==> config.mk <==
export PLATFORM = sky130hd
export DESIGN_NAME = dkong_wav_rom_arbiter
export DESIGN_NICKNAME = d
export VERILOG_FILES = /design/src/rtl/dkong_snd_pkg.sv /design/src/rtl/dkong_rr_pick.sv /design/src/rtl/dkong_wav_rom_arbiter.sv
export SDC_FILE = /design/constraint.sdc
export NUM_CORES = 1
export LEC_CHECK = 0
export ABC_AREA = 0
export CORE_UTILIZATION = 30
export CTS_BUF_LIST = sky130_fd_sc_hd__clkbuf_8
export DETAILED_ROUTE_END_ITERATION = 6
export SLEW_MARGIN = 20
export SYNTH_ARGS = -nofsm -noshare
export SYNTH_HDL_FRONTEND = slang
export SYNTH_SLANG_ARGS = --single-unit
==> constraint.sdc <==
create_clock -name W_CLK_24576M -period 2.9 [get_ports W_CLK_24576M]
set_input_delay 0.58 -clock W_CLK_24576M [delete_from_list [all_inputs] [get_ports W_CLK_24576M]]
set_output_delay 0.58 -clock W_CLK_24576M [all_outputs]
set_load 0.02 [all_outputs]
==> src/rtl/dkong_snd_pkg.sv <==
// Shared types and constants for the Donkey Kong soundboard blocks.
// Holds the WAV ROM arbiter state encoding and the default ROM geometry.
package dkong_snd_pkg;

    typedef enum logic [1:0] {
        ARB_IDLE,
        ARB_WAIT,
        ARB_CAPT
    } arb_state_t;

    localparam int WAV_ROM_AW = 19;
    localparam int WAV_ROM_DW = 8;

    // Width of an index into n requesters; never below one bit.
    function automatic int idx_width(input int n);
        return (n > 1) ? $clog2(n) : 1;
    endfunction

endpackage

==> src/rtl/dkong_rr_pick.sv <==
// Combinational round-robin picker: first set request at or above ptr,
// wrapping modulo N, returned as one-hot grant, binary index and valid.
module dkong_rr_pick
    import dkong_snd_pkg::*;
#(
    parameter int N = 4
) (
    input  logic [N-1:0]              req,
    input  logic [idx_width(N)-1:0]   ptr,
    output logic [N-1:0]              grant,
    output logic [idx_width(N)-1:0]   idx,
    output logic                      valid
);

    localparam int PW  = idx_width(N);
    localparam int PW1 = PW + 1;

    // One extra bit so ptr+i never overflows before the wrap compare.
    logic [PW:0] pos;

    always_comb begin
        grant = '0;
        idx   = '0;
        valid = 1'b0;
        pos   = '0;
        for (int unsigned i = 0; i < N; i++) begin
            pos = {1'b0, ptr} + PW1'(i);
            if (pos >= PW1'(N)) begin
                pos = pos - PW1'(N);
            end
            if (!valid && req[pos[PW-1:0]]) begin
                valid             = 1'b1;
                idx               = pos[PW-1:0];
                grant[pos[PW-1:0]] = 1'b1;
            end
        end
    end

endmodule

==> src/rtl/dkong_wav_rom_arbiter.sv <==
// Round-robin arbiter sharing the fixed-latency WAV sample ROM between voices.
// Define DKONG_WAV_ARB_PRIO_EN to give requester 0 absolute priority.
module dkong_wav_rom_arbiter
    import dkong_snd_pkg::*;
#(
    parameter int NUM_REQ     = 4,
    parameter int ADDR_W      = WAV_ROM_AW,
    parameter int DATA_W      = WAV_ROM_DW,
    parameter int ROM_LATENCY = 2
) (
    input  logic                      W_CLK_24576M,
    input  logic                      W_RESETn,
    input  logic [NUM_REQ-1:0]        I_REQ,
    input  logic [NUM_REQ*ADDR_W-1:0] I_ADDR,
    output logic [NUM_REQ-1:0]        O_ACK,
    output logic [NUM_REQ-1:0]        O_DVALID,
    output logic [DATA_W-1:0]         O_DATA,
    output logic [ADDR_W-1:0]         O_ROM_A,
    input  logic [DATA_W-1:0]         I_ROM_D,
    output logic                      O_BUSY
);

    localparam int PW    = idx_width(NUM_REQ);
    localparam int CNT_W = 3;

    if (NUM_REQ < 2 || NUM_REQ > 8) begin : g_bad_num_req
        $error("dkong_wav_rom_arbiter: NUM_REQ must be 2..8");
    end
    if (ROM_LATENCY < 1 || ROM_LATENCY > 7) begin : g_bad_latency
        $error("dkong_wav_rom_arbiter: ROM_LATENCY must be 1..7");
    end

    arb_state_t         state_q, state_d;
    logic [CNT_W-1:0]   cnt_q, cnt_d;
    logic [PW-1:0]      gidx_q, gidx_d;
    logic [PW-1:0]      ptr_q, ptr_d;
    logic [NUM_REQ-1:0] ack_q, ack_d;
    logic [NUM_REQ-1:0] dvalid_q, dvalid_d;
    logic [DATA_W-1:0]  data_q, data_d;
    logic [ADDR_W-1:0]  rom_a_q, rom_a_d;
    logic               busy_q, busy_d;

    logic [NUM_REQ-1:0] pick_grant;
    logic [PW-1:0]      pick_idx;
    logic               pick_valid;
    logic               prio_hit;
    logic [PW-1:0]      g;

    dkong_rr_pick #(.N(NUM_REQ)) u_pick (
        .req   (I_REQ),
        .ptr   (ptr_q),
        .grant (pick_grant),
        .idx   (pick_idx),
        .valid (pick_valid)
    );

`ifdef DKONG_WAV_ARB_PRIO_EN
    assign prio_hit = I_REQ[0];
`else
    assign prio_hit = 1'b0;
`endif

    always_comb begin
        state_d  = state_q;
        cnt_d    = cnt_q;
        gidx_d   = gidx_q;
        ptr_d    = ptr_q;
        ack_d    = '0;
        dvalid_d = '0;
        data_d   = data_q;
        rom_a_d  = rom_a_q;
        busy_d   = busy_q;
        g        = prio_hit ? '0 : pick_idx;

        case (state_q)
            ARB_IDLE: begin
                if (prio_hit || pick_valid) begin
                    for (int unsigned k = 0; k < NUM_REQ; k++) begin
                        if (PW'(k) == g) begin
                            rom_a_d = I_ADDR[k*ADDR_W +: ADDR_W];
                        end
                    end
                    ack_d[g] = 1'b1;
                    gidx_d   = g;
                    busy_d   = 1'b1;
                    cnt_d    = CNT_W'(ROM_LATENCY - 1);
                    state_d  = (ROM_LATENCY == 1) ? ARB_CAPT : ARB_WAIT;
                    // A priority grant to requester 0 leaves the rotation untouched.
                    if (!prio_hit) begin
                        ptr_d = (g == PW'(NUM_REQ - 1)) ? '0 : g + 1'b1;
                    end
                end
            end
            ARB_WAIT: begin
                cnt_d = cnt_q - 1'b1;
                if (cnt_q == CNT_W'(1)) begin
                    state_d = ARB_CAPT;
                end
            end
            ARB_CAPT: begin
                data_d           = I_ROM_D;
                dvalid_d[gidx_q] = 1'b1;
                busy_d           = 1'b0;
                state_d          = ARB_IDLE;
            end
            default: begin
                state_d = ARB_IDLE;
            end
        endcase
    end

    always_ff @(posedge W_CLK_24576M or negedge W_RESETn) begin
        if (!W_RESETn) begin
            state_q  <= ARB_IDLE;
            cnt_q    <= '0;
            gidx_q   <= '0;
            ptr_q    <= '0;
            ack_q    <= '0;
            dvalid_q <= '0;
            data_q   <= '0;
            rom_a_q  <= '0;
            busy_q   <= 1'b0;
        end else begin
            state_q  <= state_d;
            cnt_q    <= cnt_d;
            gidx_q   <= gidx_d;
            ptr_q    <= ptr_d;
            ack_q    <= ack_d;
            dvalid_q <= dvalid_d;
            data_q   <= data_d;
            rom_a_q  <= rom_a_d;
            busy_q   <= busy_d;
        end
    end

    assign O_ACK    = ack_q;
    assign O_DVALID = dvalid_q;
    assign O_DATA   = data_q;
    assign O_ROM_A  = rom_a_q;
    assign O_BUSY   = busy_q;

endmodule
==> summary.md, run 1 <==
| Metric | Value |
|---|---|
| Status | `complete, no violations` |
| Crit path required time | `3.03 ns` |
| Die area | `0.008932 mm^2` |
| Fin area | `0.004093 mm^2` |
| Vias in the first global route | `2282` |
| Fraction of layout cells with a size suffix above 1 | `15.27%` |
| Dpl cell area | `0.003986 mm^2` |
| Post-synthesis register bit count | `45` |
| Final hold violation count | `0` |
| Compound-gate portion of the synthesized area | `20.08%` |
| GRT overflow | `0` |
| Nets | `489` |
| Tot GR Track Use | `16.03%` |
| Cell area power density | `895.3 mW/mm^2` |
| Clock Sinks | `45` |
| Slew of the pin with the lowest slew margin | `0.9388 ns` |
| Routed WL per cell | `13.94 um` |
| CTS Buf Count | `5` |
| Post-route minimum period | `2.717 ns` |
| Util after Layout | `49.56%` |
| Leakage Power | `1.633 nW` |
| Data arrival, critical path | `2.85 ns` |
| Post-synthesis cell count | `266` |
| Synthesized area per cell | `9.652 um^2` |
| CTS resizes | `0` |
| First-pass GRT wire length | `11050 um` |
| Post-Layout Cell Count | `498` |
| P&R area growth vs syn | `59.41%` |
| Startpoint types | `input pin` |
| Relative slew slack | `37.34%` |
| Pins Over Slew Limit | `0` |
| Clock-pin slew of the registers on the worst-case setup and hold paths | `0.08 ns` |
| Post-Syn Area | `0.002567 mm^2` |
| Setup TNS Final | `0 ns` |
| Post-CTS setup buffer count | `0` |
| Initial antenna violation count | `0` |
| Cell Rows | `33` |
| Slowest cell on crit path | `clkdlybuf4s50_1` |
| Drc violations | `0` |
| Skew final | `0.01002 ns` |
| VDD IR-drop max | `0.0002639 V` |
| Post-synthesis mux area share | `9.162%` |
| DR pass1 iterations | `4` |
| Critical-path cell list | `clkdlybuf4s50_1 -> nor2b_1 -> a221oi_1 -> or2_2 -> ha_1 -> buf_12 -> mux2_2 -> o211ai_1 -> a31oi_1` |
| CTS tree | `built` |
| Unrepaired setup endpoints after global routing | `no` |
| Root Buffer | `clkbuf_8` |
| Post-route ant nets | `0` |
| Post-Synth XOR/XNOR Area | `0%` |
| Post-synthesis cell type count | `36` |
| Setup Crit Path Kind | `in2reg` |
| Chip Width | `94.51 um` |
| Syn Nets | `362` |
| GPL Wtd Cong | `0.8115` |
| Setup violators final | `0` |
| Yosys warns | `0` |
| Drt initial violations | `76` |
| CTS max path bufs | `2` |
| Simple-Gate Fraction of Synth Area | `18.66%` |
| Largest net degree at the start of global routing | `46` |
| Clock latency at the later pin of the worst-skew pair | `0.29 ns` |
| Adder-cell area share of the yosys netlist | `2.924%` |
| Via count | `2333` |
| Max FO, Critical Path | `20` |
| Capturing element type of the critical path | `flop` |
| Dpl cells | `491` |
| MaxCap Viol Count | `0` |
| Largest family of logic cells by synthesized area | `compound AO/OA/AOI/OAI gates` |
| Inserted Diodes | `0` |
| Core area | `0.008258 mm^2` |
| Worst min-delay path class | `in2async` |
| Hold-fix buffers at CTS | `0` |
| Quantity of I/O buffers inserted on ports | `125` |
| Crit-path max cell delay | `0.49 ns` |
| Io pins | `126` |
| Max Freq | `368.0 MHz` |
| CTS H-Tree Depth | `2` |
| Tcrit/Tclk final | `93.70%` |
| Starting Density | `31.09%` |
| Post-DP HPWL | `4994 um` |
| Routed wire length | `6944 um` |
| Vias/cell | `4.685` |
| Sequential share of the synthesized area | `43.86%` |
| Die Y | `94.51 um` |
[report_power, final]
| part | internal, mW | switching [mW] | total [mW] |
|---|---|---|---|
| clock network | 0.251 | 0.204 | 0.455 |
| logic | 1.06 | 1.06 | 2.12 |
| registers | 0.902 | 0.187 | 1.09 |
| total | 2.21 | 1.46 | 3.66 |
[path summary, 6_finish.rpt]
| check | start | endpoint | slack (ns) | depth (start not counted) |
|---|---|---|---|---|
| max | I_REQ[2] | O_ROM_A[7]$_DFFE_PN0P_ | 0.18 | 9 |
| min | W_RESETn | O_ROM_A[2]$_DFFE_PN0P_ | 0.28 | 1 |
| max reg2reg | ptr_q[1]$_DFFE_PN0P_ | O_ROM_A[7]$_DFFE_PN0P_ | 0.54 | 8 |
| min reg2reg | O_DATA[2]$_DFFE_PN0P_ | O_DATA[2]$_DFFE_PN0P_ | 0.48 | 2 |
| max in group asynchronous | W_RESETn | O_DVALID[0]$_DFF_PN0_ | 2.24 | 1 |
| min in group W_CLK_24576M | O_DATA[2]$_DFFE_PN0P_ | O_DATA[2]$_DFFE_PN0P_ | 0.48 | 2 |
[registers in the layout, summed over array words and instances, names as in the netlist]
| signal | cells |
|---|---|
| O_ACK | 4 |
| gidx_q | 2 |
| O_BUSY | 1 |
| O_DVALID | 4 |
| ptr_q | 2 |
| state_q | 2 |
| O_DATA | 8 |
| cnt_q | 3 |
| O_ROM_A | 19 |
[cell usage in the layout (no fill, tap or decap), types with 2 or more instances in the layout]
| cell type | n |
|---|---|
| clkbuf_8 | 5 |
| inv_1 | 6 |
| a21oi_1 | 11 |
| nand2_1 | 47 |
| nor2b_1 | 2 |
| nor2_1 | 6 |
| dfrtp_1 | 45 |
| a31oi_1 | 20 |
| nor2_2 | 2 |
| buf_12 | 3 |
| nor3b_1 | 2 |
| and3_1 | 4 |
| o21ai_0 | 5 |
| buf_4 | 13 |
| or2_2 | 2 |
| mux2_2 | 20 |
| clkdlybuf4s50_1 | 124 |
| ha_1 | 6 |
| o211ai_1 | 19 |
| or4_1 | 2 |
| a21oi_2 | 10 |
| nand2b_1 | 23 |
[final cells by class]
type,count,area [um^2]
clock inverters,2,35.03
flip-flops and latches,45,1126
fillers,794,4165
multi-input cells,195,1310
clock buffers,5,68.82
repair buffers,140,1399
well taps,105,131.4
inverters,6,22.52
[cell families (layout without fill, tap and decap cells)]
| family | Yosys count | after routing |
|---|---|---|
| AND/OR/NAND/NOR | 95 | 95 |
| AO/OA/AOI/OAI | 73 | 73 |
| flip-flops | 45 | 45 |
| buffers and inverters | 26 | 153 |
| multiplexers | 21 | 21 |
| adder cells (fa/ha/maj) | 6 | 6 |
[Yosys cell counts, drive strengths merged]
library cell,number,area (um^2)
nor2,8,30.03
dfrtp,45,1126
o2bb2ai,1,8.760
o21a,1,7.510
or2,2,12.51
or3b,1,8.760
a221oi,1,8.760
inv,6,22.52
or2b,1,7.510
or4,2,15.01
nor3,1,5.000
nor4,2,27.53
nand2b,23,143.9
o21ai,5,25.02
and3,4,25.02
a22o,1,8.760
o211ai,19,142.6
buf,8,67.56
mux2,20,225.2
o41ai,1,8.760
o21bai,1,18.77
ha,6,75.07
nor2b,2,12.51
a21oi,21,142.6
clkbuf,12,46.29
mux2i,1,10.01
nand2,47,176.4
o41a,1,11.26
nor3b,2,15.01
o31ai,1,7.510
a31oi,20,125.1
[layer usage]
layer  routed length, um  part of all wire, %  track usage (%)  vias up
met4                  55                 0.79            3.788        0
met1                3111                   45            21.05     1058
li1                    -                    -                -     1193
met3                 441                  6.4            4.026        4
met2                3335                   48            26.45       78
met5                   0                    0                0        -
[worst max-delay path: cells and delay by family]
| family | cells | cell delay, ns |
|---|---|---|
| AOI/OAI and AO/OA | 3 | 0.68 |
| buffers and inverters | 2 | 0.67 |
| muxes | 1 | 0.34 |
| adders and majority gates | 1 | 0.18 |
| and+or+nand+nor | 2 | 0.37 |
[per-stage QoR]
step	setup slack, ns	power [mW]	hold WS, ns
final	0.1828	3.664	0.2835
after global routing	0.04437	3.949	0.3181
after floorplan	0.5033	2.330	0.2844
after CTS	0.2021	3.725	0.4773
after detailed placement	-0.09755	3.254	0.4609
after global placement	-0.09658	3.221	0.4565
No activity file was read; power rests on OpenSTA's default activity.
==> run 2, diff against run 1 <==
- TNS_END_PERCENT: not set -> 5
==> results of run 2 <==
Same layout as run 1: the final DEF is identical, and so are final timing and power.
==> run 3, diff against run 2 <==
--- a/config.mk
+++ b/config.mk
@@ -10,4 +10,5 @@
 export CTS_BUF_LIST = sky130_fd_sc_hd__clkbuf_8
 export DETAILED_ROUTE_END_ITERATION = 6
+export REMOVE_ABC_BUFFERS = 1
 export SLEW_MARGIN = 20
 export SYNTH_ARGS = -nofsm -noshare
==> constraint.sdc (replaced) <==
create_clock -name W_CLK_24576M -period 2.9 [get_ports W_CLK_24576M]
set_input_delay 0.58 -clock W_CLK_24576M [delete_from_list [all_inputs] [get_ports W_CLK_24576M]]
set_output_delay 0.58 -clock W_CLK_24576M [all_outputs]
set_load 0.005 [all_outputs]
==> run 3 against run 2 <==
Net effect: sequential power about the same; critical path type unchanged; global-route usage up 1.2 points; largest power group unchanged; count of clock-buffer cells in the layout unchanged; clock skew down 0.0039 ns; final cell count up 1.0%.
==> summary.md, run 3 (same netlist as run 1, synthesis figures left out) <==
| Metric | Value |
|---|---|
| Relative slew slack | `56.69%` |
| Routed wire length | `7210 um` |
| Drc violations | `0` |
| Initial antenna violation count | `0` |
| Nets | `494` |
| Slew of the pin with the lowest slew margin | `0.6482 ns` |
| First-pass GRT wire length | `11920 um` |
| MaxCap Viol Count | `0` |
| Final worst slack | `0.1874 ns` |
| Cell Rows | `33` |
| Max FO, Critical Path | `12` |
| Setup violators final | `0` |
| Max reg flops | `19` |
| Drt initial violations | `31` |
| Unrepaired setup endpoints after global routing | `no` |
| Most common library cell in the layout ignoring fill and taps | `clkdlybuf4s50_1` |
| Dpl ws | `-0.1336 ns` |
| CTS tree | `built` |
| Post-DP HPWL | `5432 um` |
| Data arrival, critical path | `2.88 ns` |
| Max Freq | `368.7 MHz` |
| Core area | `0.008258 mm^2` |
| Startpoint types | `input pin` |
| Post-CTS setup buffer count | `0` |
| GRT overflow | `0` |
| Setup Crit Path Kind | `in2reg` |
| Inserted Diodes | `0` |
| DR pass1 iterations | `4` |
| Pins Over Slew Limit | `0` |
| Crit path required time | `3.07 ns` |
| Cell area power density | `833.2 mW/mm^2` |
| Fraction of layout cells with a size suffix above 1 | `16.33%` |
| Tot GR Track Use | `17.18%` |
| Clock latency at the later pin of the worst-skew pair | `0.30 ns` |
| Routed WL per cell | `14.33 um` |
| Die Y | `94.51 um` |
| Die area | `0.008932 mm^2` |
| Status | `complete, no violations` |
| Capturing element type of the critical path | `flop` |
| Vias in the first global route | `2573` |
| Io pins | `126` |
| Worst min-delay path class | `in2async` |
| Tcrit/Tclk final | `93.54%` |
| VDD IR-drop max | `0.0003576 V` |
| P&R area growth vs syn | `60.04%` |
| Skew final | `0.006114 ns` |
| Most frequent cells in the layout | `clkdlybuf4s50_1 (124), nand2_1 (47), dfrtp_1 (45), nand2b_1 (23)` |
| Clock Sinks | `45` |
| Post-route ant nets | `0` |
| Vias/cell | `4.785` |
| Quantity of I/O buffers inserted on ports | `125` |
| GPL Wtd Cong | `0.7868` |
| Final hold violation count | `0` |
| Post-route minimum period | `2.713 ns` |
| CTS Buf Count | `5` |
| CTS max path bufs | `2` |
| Starting Density | `31.09%` |
| CTS H-Tree Depth | `2` |
| Clock-pin slew of the registers on the worst-case setup and hold paths | `0.08 ns` |
| Leakage Power | `1.650 nW` |
| Chip Width | `94.51 um` |
| Via count | `2407` |
| Largest net degree at the start of global routing | `46` |
| Setup TNS Final | `0 ns` |
| Root Buffer | `clkbuf_8` |
[run 3: cell count changes in the layout (fill, tap and decap cells not counted), sizes merged]
cell	change
buf	+5
[run 3: routing by layer]
metal,up-vias,track usage (%),part of all wire [%]
met5,-,0,0
met1,1095,19.18,42
li1,1199,-,-
met3,13,5.717,8.9
met4,0,5.051,1.9
met2,100,30.92,47
[run 3: area by class of cell]
| cell class | count | area (um^2) |
|---|---|---|
| clock buffer | 5 | 68.82 |
| multi-input combinational | 195 | 1314 |
| fill | 796 | 4149 |
| inverter | 6 | 22.52 |
| tap | 105 | 131.4 |
| timing repair buffer | 145 | 1411 |
| sequential | 45 | 1126 |
| clock inverter | 2 | 35.03 |
[run 3: path summary, 6_finish.rpt]
check                                 startpoint                      end  slack [ns]  cells past startpoint
min                                     W_RESETn    O_DATA[4]$_DFFE_PN0P_        0.27                      1
min reg2reg                O_DATA[6]$_DFFE_PN0P_    O_DATA[6]$_DFFE_PN0P_        0.48                      2
max reg2reg                 ptr_q[1]$_DFFE_PN0P_   O_ROM_A[5]$_DFFE_PN0P_        0.63                      8
max                                     I_REQ[2]   O_ROM_A[5]$_DFFE_PN0P_        0.19                     10
min in group W_CLK_24576M  O_DATA[6]$_DFFE_PN0P_    O_DATA[6]$_DFFE_PN0P_        0.48                      2
max in group asynchronous               W_RESETn  O_ROM_A[12]$_DFFE_PN0P_        2.25                      1
[run 3: stage by stage]
| stage | total power [mW] | hold WS [ns] | std cells | util (%) | cell area (um^2) |
|---|---|---|---|---|---|
| 2_1_floorplan | 2.024 | 0.2844 | 246 | - | 2454 |
| 3_3_place_gp | 2.962 | 0.4594 | 496 | 48.39 | 3996 |
| 3_5_place_dp | 2.998 | 0.4671 | 496 | 48.39 | 3996 |
| 4_1_cts | 3.465 | 0.4852 | 503 | 49.65 | 4100 |
| 5_1_grt | 3.714 | 0.3072 | 503 | 49.76 | 4109 |
| 6_report | 3.424 | 0.2742 | 503 | 49.76 | 4109 |
[run 3: critical path, cell delays in order]
cell	delay [ns]
clkdlybuf4s50_1	0.53
nor2b_1	0.19
a221oi_1	0.30
buf_4	0.17
or2_2	0.11
ha_1	0.17
buf_4	0.22
mux2_2	0.35
o211ai_1	0.16
a31oi_1	0.10
[run 3: power by group]
part	total, mW	internal, mW	switching (mW)
registers	1.10	0.902	0.194
logic	1.87	1.05	0.820
clock network	0.458	0.251	0.208
[run 3: what timing repair did]
| action | in CTS | in global routing |
|---|---|---|
| setup endpoints to repair | 0 | 4 |
| resized for setup | 0 | 1 |
| hold buffers | 0 | 0 |
